===== src/rtl/breath_pwm_multi_pkg.sv =====
// Shared definitions for the multi-channel breathing LED driver.
// Mode encodings and the counter width helper.
package breath_pwm_multi_pkg;

  localparam logic [1:0] MODE_OFF    = 2'b00;
  localparam logic [1:0] MODE_ON     = 2'b01;
  localparam logic [1:0] MODE_BREATH = 2'b10;
  localparam logic [1:0] MODE_BLINK  = 2'b11;

  function automatic int clog2w(input int n);
    int w;
    w = 0;
    for (int k = 0; k < 31; k++) begin
      if ((1 << k) < n) w = k + 1;
    end
    return (w < 1) ? 1 : w;
  endfunction

endpackage


===== src/rtl/breath_pwm_multi_ramp.sv =====
// One channel's brightness ramp: duty, direction and peak pulse.
// Sweeps 0..MAX and back, one step per PWM period, with clamping.
module breath_ramp
  import breath_pwm_multi_pkg::*;
#(
  parameter int CNT_W  = 13,
  parameter int STEP_W = 8,
  parameter int MAX    = 4799
) (
  input  logic              i_clk,
  input  logic              i_rst,
  input  logic              i_restart,
  input  logic              i_tick,
  input  logic [1:0]        i_mode,
  input  logic [STEP_W-1:0] i_step,
  input  logic [CNT_W-1:0]  i_init,
  output logic [CNT_W-1:0]  o_duty,
  output logic              o_dir,
  output logic              o_peak
);

  localparam int SUM_W =
    ((CNT_W > STEP_W) ? CNT_W : STEP_W) + 1;
  localparam logic [SUM_W-1:0] MAX_W = SUM_W'(MAX);
  localparam logic [CNT_W-1:0] MAX_D = CNT_W'(MAX);

  logic [CNT_W-1:0] r_duty;
  logic             r_dir;
  logic             r_peak;

  logic [SUM_W-1:0] w_duty;
  logic [SUM_W-1:0] w_step;
  logic [SUM_W-1:0] w_sum;
  logic             w_run;
  logic             w_top;
  logic             w_bot;
  logic [CNT_W-1:0] w_duty_nx;
  logic             w_dir_nx;
  logic             w_peak_nx;

  assign w_duty = SUM_W'(r_duty);
  assign w_step = SUM_W'(i_step);
  assign w_sum  = w_duty + w_step;
  assign w_top  = (w_sum >= MAX_W);
  assign w_bot  = (w_duty <= w_step);
  assign w_run  = i_tick && (i_step != '0) &&
                  ((i_mode == MODE_BREATH) ||
                   (i_mode == MODE_BLINK));

  // Next ramp state: clamp at both ends, flip direction there.
  always_comb begin
    w_duty_nx = r_duty;
    w_dir_nx  = r_dir;
    w_peak_nx = 1'b0;
    if (w_run) begin
      if (!r_dir) begin
        if (w_top) begin
          w_duty_nx = MAX_D;
          w_dir_nx  = 1'b1;
          w_peak_nx = 1'b1;
        end else begin
          w_duty_nx = r_duty + w_step[CNT_W-1:0];
        end
      end else begin
        if (w_bot) begin
          w_duty_nx = '0;
          w_dir_nx  = 1'b0;
        end else begin
          w_duty_nx = r_duty - w_step[CNT_W-1:0];
        end
      end
    end
  end

  // Ramp registers; reset and restart reload the start point.
  always_ff @(posedge i_clk) begin
    if (i_rst || i_restart) begin
      r_duty <= i_init;
      r_dir  <= 1'b0;
      r_peak <= 1'b0;
    end else begin
      r_duty <= w_duty_nx;
      r_dir  <= w_dir_nx;
      r_peak <= w_peak_nx;
    end
  end

  assign o_duty = r_duty;
  assign o_dir  = r_dir;
  assign o_peak = r_peak;

endmodule


===== src/rtl/breath_pwm_multi.sv =====
// Multi-channel breathing LED driver with a shared PWM base counter.
// Per channel: off / on / breath / blink, registered LED pins.
module breath_pwm_multi
  import breath_pwm_multi_pkg::*;
#(
  parameter int CHANNELS   = 4,
  parameter int PWM_STEPS  = 4800,
  parameter int STEP_W     = 8,
  parameter bit ACTIVE_LOW = 1'b1,
  parameter bit STAGGER    = 1'b0
) (
  input  logic                  i_clk,
  input  logic                  i_rst,
  input  logic                  i_restart,
  input  logic [2*CHANNELS-1:0] i_mode,
  input  logic [STEP_W-1:0]     i_step,
  output logic [CHANNELS-1:0]   o_led,
  output logic                  o_period_tick,
  output logic [CHANNELS-1:0]   o_peak
);

  localparam int MAX   = PWM_STEPS - 1;
  localparam int CNT_W = clog2w(PWM_STEPS);
  localparam int STAG  = MAX / CHANNELS;
  localparam logic [CNT_W-1:0] MAX_C = CNT_W'(MAX);
  localparam logic [CHANNELS-1:0] DARK =
    {CHANNELS{ACTIVE_LOW}};

  logic [CNT_W-1:0]    r_base;
  logic [CHANNELS-1:0] r_led;
  logic                w_tick;
  logic [CHANNELS-1:0] w_lit;

  assign w_tick = (r_base == MAX_C);

  // Free-running base counter 0..MAX.
  always_ff @(posedge i_clk) begin
    if (i_rst || i_restart) begin
      r_base <= '0;
    end else if (w_tick) begin
      r_base <= '0;
    end else begin
      r_base <= r_base + CNT_W'(1);
    end
  end

  for (genvar gi = 0; gi < CHANNELS; gi++) begin : g_ch
    localparam logic [CNT_W-1:0] INIT =
      STAGGER ? CNT_W'(gi * STAG) : '0;

    logic [1:0]       w_mode;
    logic [CNT_W-1:0] w_duty;
    logic             w_dir;
    logic             w_on;

    assign w_mode = i_mode[2*gi +: 2];

    breath_ramp #(
      .CNT_W  (CNT_W),
      .STEP_W (STEP_W),
      .MAX    (MAX)
    ) u_ramp (
      .i_clk     (i_clk),
      .i_rst     (i_rst),
      .i_restart (i_restart),
      .i_tick    (w_tick),
      .i_mode    (w_mode),
      .i_step    (i_step),
      .i_init    (INIT),
      .o_duty    (w_duty),
      .o_dir     (w_dir),
      .o_peak    (o_peak[gi])
    );

    // Lit decision for this channel from its mode.
    always_comb begin
      w_on = 1'b0;
      unique case (w_mode)
        MODE_OFF:    w_on = 1'b0;
        MODE_ON:     w_on = 1'b1;
        MODE_BREATH: w_on = (w_duty > r_base);
        MODE_BLINK:  w_on = !w_dir;
        default:     w_on = 1'b0;
      endcase
    end

    assign w_lit[gi] = w_on;
  end

  // Pin register applies polarity; dark on reset and restart.
  always_ff @(posedge i_clk) begin
    if (i_rst || i_restart) begin
      r_led <= DARK;
    end else begin
      r_led <= w_lit ^ DARK;
    end
  end

  assign o_led         = r_led;
  assign o_period_tick = w_tick;

endmodule

===== config.mk =====
export PLATFORM = sky130hd
export DESIGN_NAME = breath_pwm_multi
export DESIGN_NICKNAME = d
export VERILOG_FILES = /design/src/rtl/breath_pwm_multi_pkg.sv /design/src/rtl/breath_pwm_multi_ramp.sv /design/src/rtl/breath_pwm_multi.sv
export SDC_FILE = /design/constraint.sdc
export NUM_CORES = 1
export LEC_CHECK = 0
export CAP_MARGIN = 20
export CORE_MARGIN = 3
export CORE_UTILIZATION = 65
export DETAILED_ROUTE_END_ITERATION = 7
export DONT_BUFFER_PORTS = 1
export GPL_TIMING_DRIVEN = 0
export PLACE_DENSITY = 0.85
export SYNTH_ARGS = -nofsm -noshare
export SYNTH_HDL_FRONTEND = slang
export SYNTH_HIERARCHICAL = 1
export SYNTH_SLANG_ARGS = --single-unit
export TNS_END_PERCENT = 50

===== constraint.sdc =====
create_clock -name i_clk -period 4.5 [get_ports i_clk]
set_clock_uncertainty 0.05 [all_clocks]
set_input_delay 0.9 -clock i_clk [delete_from_list [all_inputs] [get_ports i_clk]]
set_output_delay 0.9 -clock i_clk [all_outputs]
set_load 0.1 [all_outputs]

# [Yosys cells after proc, flatten, opt, wreduce, memory -nomap -nowiden]
# Cells that the tools add are included.
[op_classes] n_addsub=13 mul=0 div_mod_pow=0 magnitude_cmp=12 eq_ne=13 shifts=0 n_mux=28 n_bitwise=5 reduce_logical=24
[op_table] op="$mux W13" n=12
[op_table] op="$add A13 B8 Y14" n=4
[op_table] op="$ge A14 B13 Y1 const B" n=4
[op_table] op="$add A13 B8 Y13" n=4
[op_table] op="$gt A13 B13 Y1" n=4
[op_table] op="$le A13 B8 Y1" n=4
[op_table] op="$sub A13 B8 Y13" n=4
[op_table] op="$eq A2 B2 Y1 const B" n=8
[op_table] op="$pmux W1 S4" n=4
[op_table] op="$add A13 B1 Y13 const B" n=1
[op_table] op="$eq A13 B13 Y1 const B" n=1
[op_table] op="$mux W1" n=12
[op_table] op="$reduce_or A3 Y1" n=4
[op_table] op="$eq A2 B1 Y1 const B" n=4
[op_table] op="$logic_not A2 Y1" n=4
[op_table] op="$reduce_bool A8 Y1" n=1
[op_table] op="$logic_and A1 B1 Y1" n=5
[op_table] op="$logic_or A1 B1 Y1" n=5
[op_table] op="$logic_not A1 Y1" n=4
[op_table] op="$not A1 Y1" n=4
[op_table] op="$not A4 Y4" n=1
[op_table] op="$reduce_or A2 Y1" n=1
[totals] ff_bits=77 latchBits=0 ramBits=0 romBits=0 mem_count=0

# [Depth between registers and ports, before layout]
[depth] ltp_word=5 mapped_depth=12 depth_no_buf=12

# [Cells and area by module]
# Netlist, hierarchy kept.
[modules_own_cells] module="breath_ramp (g_ch[1].u_ramp ...)" n_inst=3 cells_per_inst=245 area_each_um2=2100.8 seq_area_each_um2=430.4
[modules_own_cells] module="breath_ramp (g_ch[0].u_ramp)" n_inst=1 cells_per_inst=251 area_each_um2=1984.4 seq_area_each_um2=430.4
[modules_own_cells] module="breath_pwm_multi" n_inst=1 cells_per_inst=228 area_each_um2=1886.8 seq_area_each_um2=340.3

# [Least setup slack after synthesis]
# OpenSTA, ideal clock, no wires.
[synth_timing] path_kind="register to register" start="register r_base[0]" end="register g_ch[1].u_ramp.r_duty[0], enable pin" arrival_time_ps=3709 t_required_ps=4090 setup_slack_ps=380 path_stages_with_launch=6 synth_period_minus_slack_ps=4120 cell_sequence="dfxtp_1 ha_1 nand3_1 nor4_2 nand3_1 nand2_1"
[synth_between] elab_chain_len=3
[synth_rtl] element="start: declaration" line_no="breath_pwm_multi.sv:29" text="logic [CNT_W-1:0] r_base;"
[synth_rtl] element="start signal: assignment" line_no="breath_pwm_multi.sv:43" text="r_base <= r_base + CNT_W'(1);"
[synth_rtl] element="$eq A13 B13 Y1" line_no="breath_pwm_multi.sv:34" text="assign w_tick = (r_base == MAX_C);"
[synth_rtl] element="named net o_period_tick" line_no="breath_pwm_multi.sv:18" text="output logic o_period_tick,"
[synth_rtl] element="$logic_and A1 B1 Y1 (2 in series)" line_no="breath_pwm_multi_ramp.sv:46" text="assign w_run = i_tick && (i_step != '0) &&"
[synth_rtl] element="end signal: assignment" line_no="breath_pwm_multi_ramp.sv:78" text="r_duty <= i_init;"
[synth_rtl] element="end signal: assignment" line_no="breath_pwm_multi_ramp.sv:82" text="r_duty <= w_duty_nx;"
[synth_rtl] element="end: declaration" line_no="breath_pwm_multi_ramp.sv:27" text="logic [CNT_W-1:0] r_duty;"
# The timed path passes the listed nets, and every way through them passes these cells.
# A chain may end at the register's enable or synchronous reset.

# [Worst setup path after layout]
[layout_timing] start="input i_step[5]" end="register g_ch[1].u_ramp.r_duty[3] (data pin)"
[layout_between] elab_chain_len=4 word_cells_on_any_way=6
[layout_rtl] element="start: declaration" line_no="breath_pwm_multi.sv:16" text="input logic [STEP_W-1:0] i_step,"
[layout_rtl] element="$add A13 B8 Y14" line_no="breath_pwm_multi_ramp.sv:43" text="assign w_sum = w_duty + w_step;"
[layout_rtl] element="$ge A14 B13 Y1" line_no="breath_pwm_multi_ramp.sv:44" text="assign w_top = (w_sum >= MAX_W);"
[layout_rtl] element="$mux W13" line_no="breath_pwm_multi_ramp.sv:57" text="if (w_top) begin"
[layout_rtl] element="$mux W13 *" line_no="breath_pwm_multi_ramp.sv:56" text="if (!r_dir) begin"
# Every way passes the cells marked *; elsewhere a longest branch is shown, timed or not.

==> qor.csv <==
metric,value,unit
clk slew on worst S/H paths,0.06,ns
Max-Cap Viols,0,
Pwr per Cell Area,292,nW/um^2
Worst Path Buf+Inv,2,
"Top FF cell, synth",edfxtp_1,
Layout area overhead,7.71,%
row count,45,
hpwl dp,21800,um
Post-Synthesis Cells,1214,
count of different cell masters after synthesis,87,
RSZ-0062 raised after global routing,no,
Fmax,261,MHz
Fin. Hold Viols,0,
top layer in use,met4,
ys async rst share,0,%
clock root buffer,clkbuf_16,
Routed WL,28600,um
GRT overflow,0,
most frequent cell after synthesis,ha_1,
number of instances on the worst hold path,2,
Reg-to-Reg Start,g_ch[1].u_ramp/o_duty[5],
via count,9633,
Synth top cells by count,"ha_1, nor2_1, a21oi_1",
number of post-CTS setup repair buffers,0,
Worst Setup End Kind,flip-flop,
CTS tree,done,
Syn. warnings,6,
cts bufs inserted,9,
Post-Syn Area per Cell,8.38,sq um
synth top area cells,"edfxtp_1, ha_1, dfxtp_1",
drt pass-1 iters,5,
Final ANT Viol Nets,0,
DIE AREA,17200,sq um
number of flops mapped to enable cells by yosys,52,
WL met2,13300,um
worst-case reg-to-reg path depth,10,
CP max stage delay,0.56,ns
minimum clock period,3.83,ns
CP cell instances,inv_1 > ha_1 > buf_6 > or3_4 > a2111oi_4 > nor3_2 > xnor2_2 > a2111oi_2 > a2111oi_4 > a211oi_4 > a31oi_1,
"CP delay by family, top",compound AO/OA/AOI/OAI gates,
CP startpoint,i_step[5],
Hold Crit Start,r_base[11],
WL per Instance,19.2,um
die height,131,um
Worst slew margin,32.0,%
port buffer count,0,
critical path depth,11,
pin count of the biggest net entering global routing,17,
initial antenna violation count,0,
Post-Syn Area,10200,sq um
DRT met1 WL,12100,um
Die W,131,um
Worst Path Required,4.51,ns
most used cell along the critical path,a2111oi_4,
DRC Markers,0,
biggest area consumer among synthesized cells,edfxtp_1,
antenna cells,0,
path type of the worst setup path,in -> reg,
Worst Path Max Fanout,12,
crit path DAT,3.85,ns
Layout Utilization,71.8,%
Ports,28,
first-pass GRT wire length,46900,um
Final nets,1421,
hold_ws,0.502,ns
Initial Utilization,66.7,%
sequential-to-total area share from yosys stat,20.3,%
worst-margin pin slew,1.02,ns
# H-tree levels,3,
HP Class,reg -> reg,
Filler cells,1199,
CTS Sinks,77,
cell area after layout,11000,sq um
Critical Path Slowest Stage Cell,a2111oi_2,
final setup vio count,0,
leakage power,0.00421,uW
post-synth top area share,15.3,%
CP Launch Type,input port,
vias in the first global route,9179,
DR iter-0 viols,928,
outcome,"complete, no violations",
# hold bufs at CTS,0,
synthesis-stage register bit count,77,
via-per-instance ratio,6.45,
Final Max Tran Viols,0,
Core Area,15300,sq um
Placed Instance Area,10700,sq um
PostCTS Resize Cnt,0,
Peak VDD IR,0.000260,V
Clock Tree Buf Depth,2,
total negative setup slack,0,ns
All-Layer GR Usage,32.9,%
Clock Latency Late Sink,0.35,ns
GP Congestion,0.939,
Final Cycle Share,85.2,%
layout cells sized above 1,8.81,%
DR WL met3,2190,um
==> area by class of cell <==
type | count | area, sq um | area share, %
Buffer | 60 | 339 | 3.09
Sequential cell | 77 | 2060 | 18.8
Clock buffer | 10 | 229 | 2.09
Clock inverter | 6 | 63.8 | 0.582
Tap cell | 211 | 264 | 2.41
Timing Repair Buffer | 1 | 27.5 | 0.251
Multi-Input combinational cell | 1046 | 7660 | 69.9
Inverter | 82 | 308 | 2.81
==> state kept, by name (all words and copies together) (netlist names) <==
signal              cells
g_ch.u_ramp/o_dir       4
g_ch.u_ramp/o_duty     52
g_ch.u_ramp/o_peak      4
o_led                   4
r_base                 13
==> kinds of logic (layout without fill, tap and decap cells) <==
kind of cell,count (synthesis),in the layout,share of synthesized area [%]
simple gates,418,418,22.3
xor+xnor,93,93,8.23
compound gates,358,358,26.9
other cells,1,52,0.0369
buf+inv,142,159,6.36
flops,77,77,20.3
fa+ha+maj,125,125,16.0
==> worst paths after layout <==
check / to / slack, ns
min reg2reg: r_base[11] / 0.50
max: g_ch[1].u_ramp/o_duty[3] / 0.67
max reg2reg: g_ch[1].u_ramp/o_duty[3] / 0.74
min: r_base[11] / 0.50
==> routing by layer <==
metal | track usage, % | vias to the layer above
li1 | - | 4578
met1 | 44.2 | 4516
met2 | 53.9 | 450
met3 | 3.71 | 89
met4 | 14.2 | 0
met5 | 0 | -
==> report_power, final <==
part	total [uW]	switching [uW]	internal, uW
combinational	1560	918	640
sequential	918	90.1	828
clock	726	297	428
total	3200	1310	1900
==> per-stage QoR <==
stage / cells / worst slack (ns) / total power (uW)
after CTS: 1493 / 0.709 / 3170
after floorplan: 1265 / 0.380 / 2120
after global placement: 1476 / -0.570 / 2390
after global routing: 1493 / 0.536 / 3390
after detailed placement: 1477 / 0.365 / 2430
final: 1493 / 0.666 / 3200
==> worst reg2reg max path, stage by stage (launching register included) <==
cell and delay [ns]:
edfxtp_1 0.47, ha_1 0.33, buf_6 0.15, or3_4 0.39, a2111oi_4 0.38, nor3_2 0.12
xnor2_2 0.18, a2111oi_2 0.56, a2111oi_4 0.16, a211oi_4 0.49, a31oi_1 0.20
==> placed cells by master, fill, tap and decap left out, types with 7 or more instances in the layout <==
cell type	synthesis	routed
nand3_1	34	34
edfxtp_1	52	52
xor2_1	35	35
conb_1	1	52
nand4b_1	8	8
inv_1	82	82
clkbuf_16	0	9
o21ai_0	54	54
or2_2	9	9
a21oi_1	84	84
o211a_1	7	7
nand4_1	17	17
nor4_1	25	25
or3_1	16	16
a21o_1	14	14
nand2_1	72	72
nor3_1	30	30
o21bai_1	8	8
o21a_1	13	13
o211ai_1	12	12
ha_1	117	117
nand2b_1	31	31
a2111oi_2	7	7
nor2_1	108	108
clkbuf_1	34	35
xnor2_1	55	55
a211o_1	8	8
a31oi_1	23	23
nor2b_1	22	22
a211oi_1	11	11
o221ai_1	7	7
dfxtp_1	25	25
fa_1	8	8
buf_6	13	13
(Power assumes the default switching activity.)
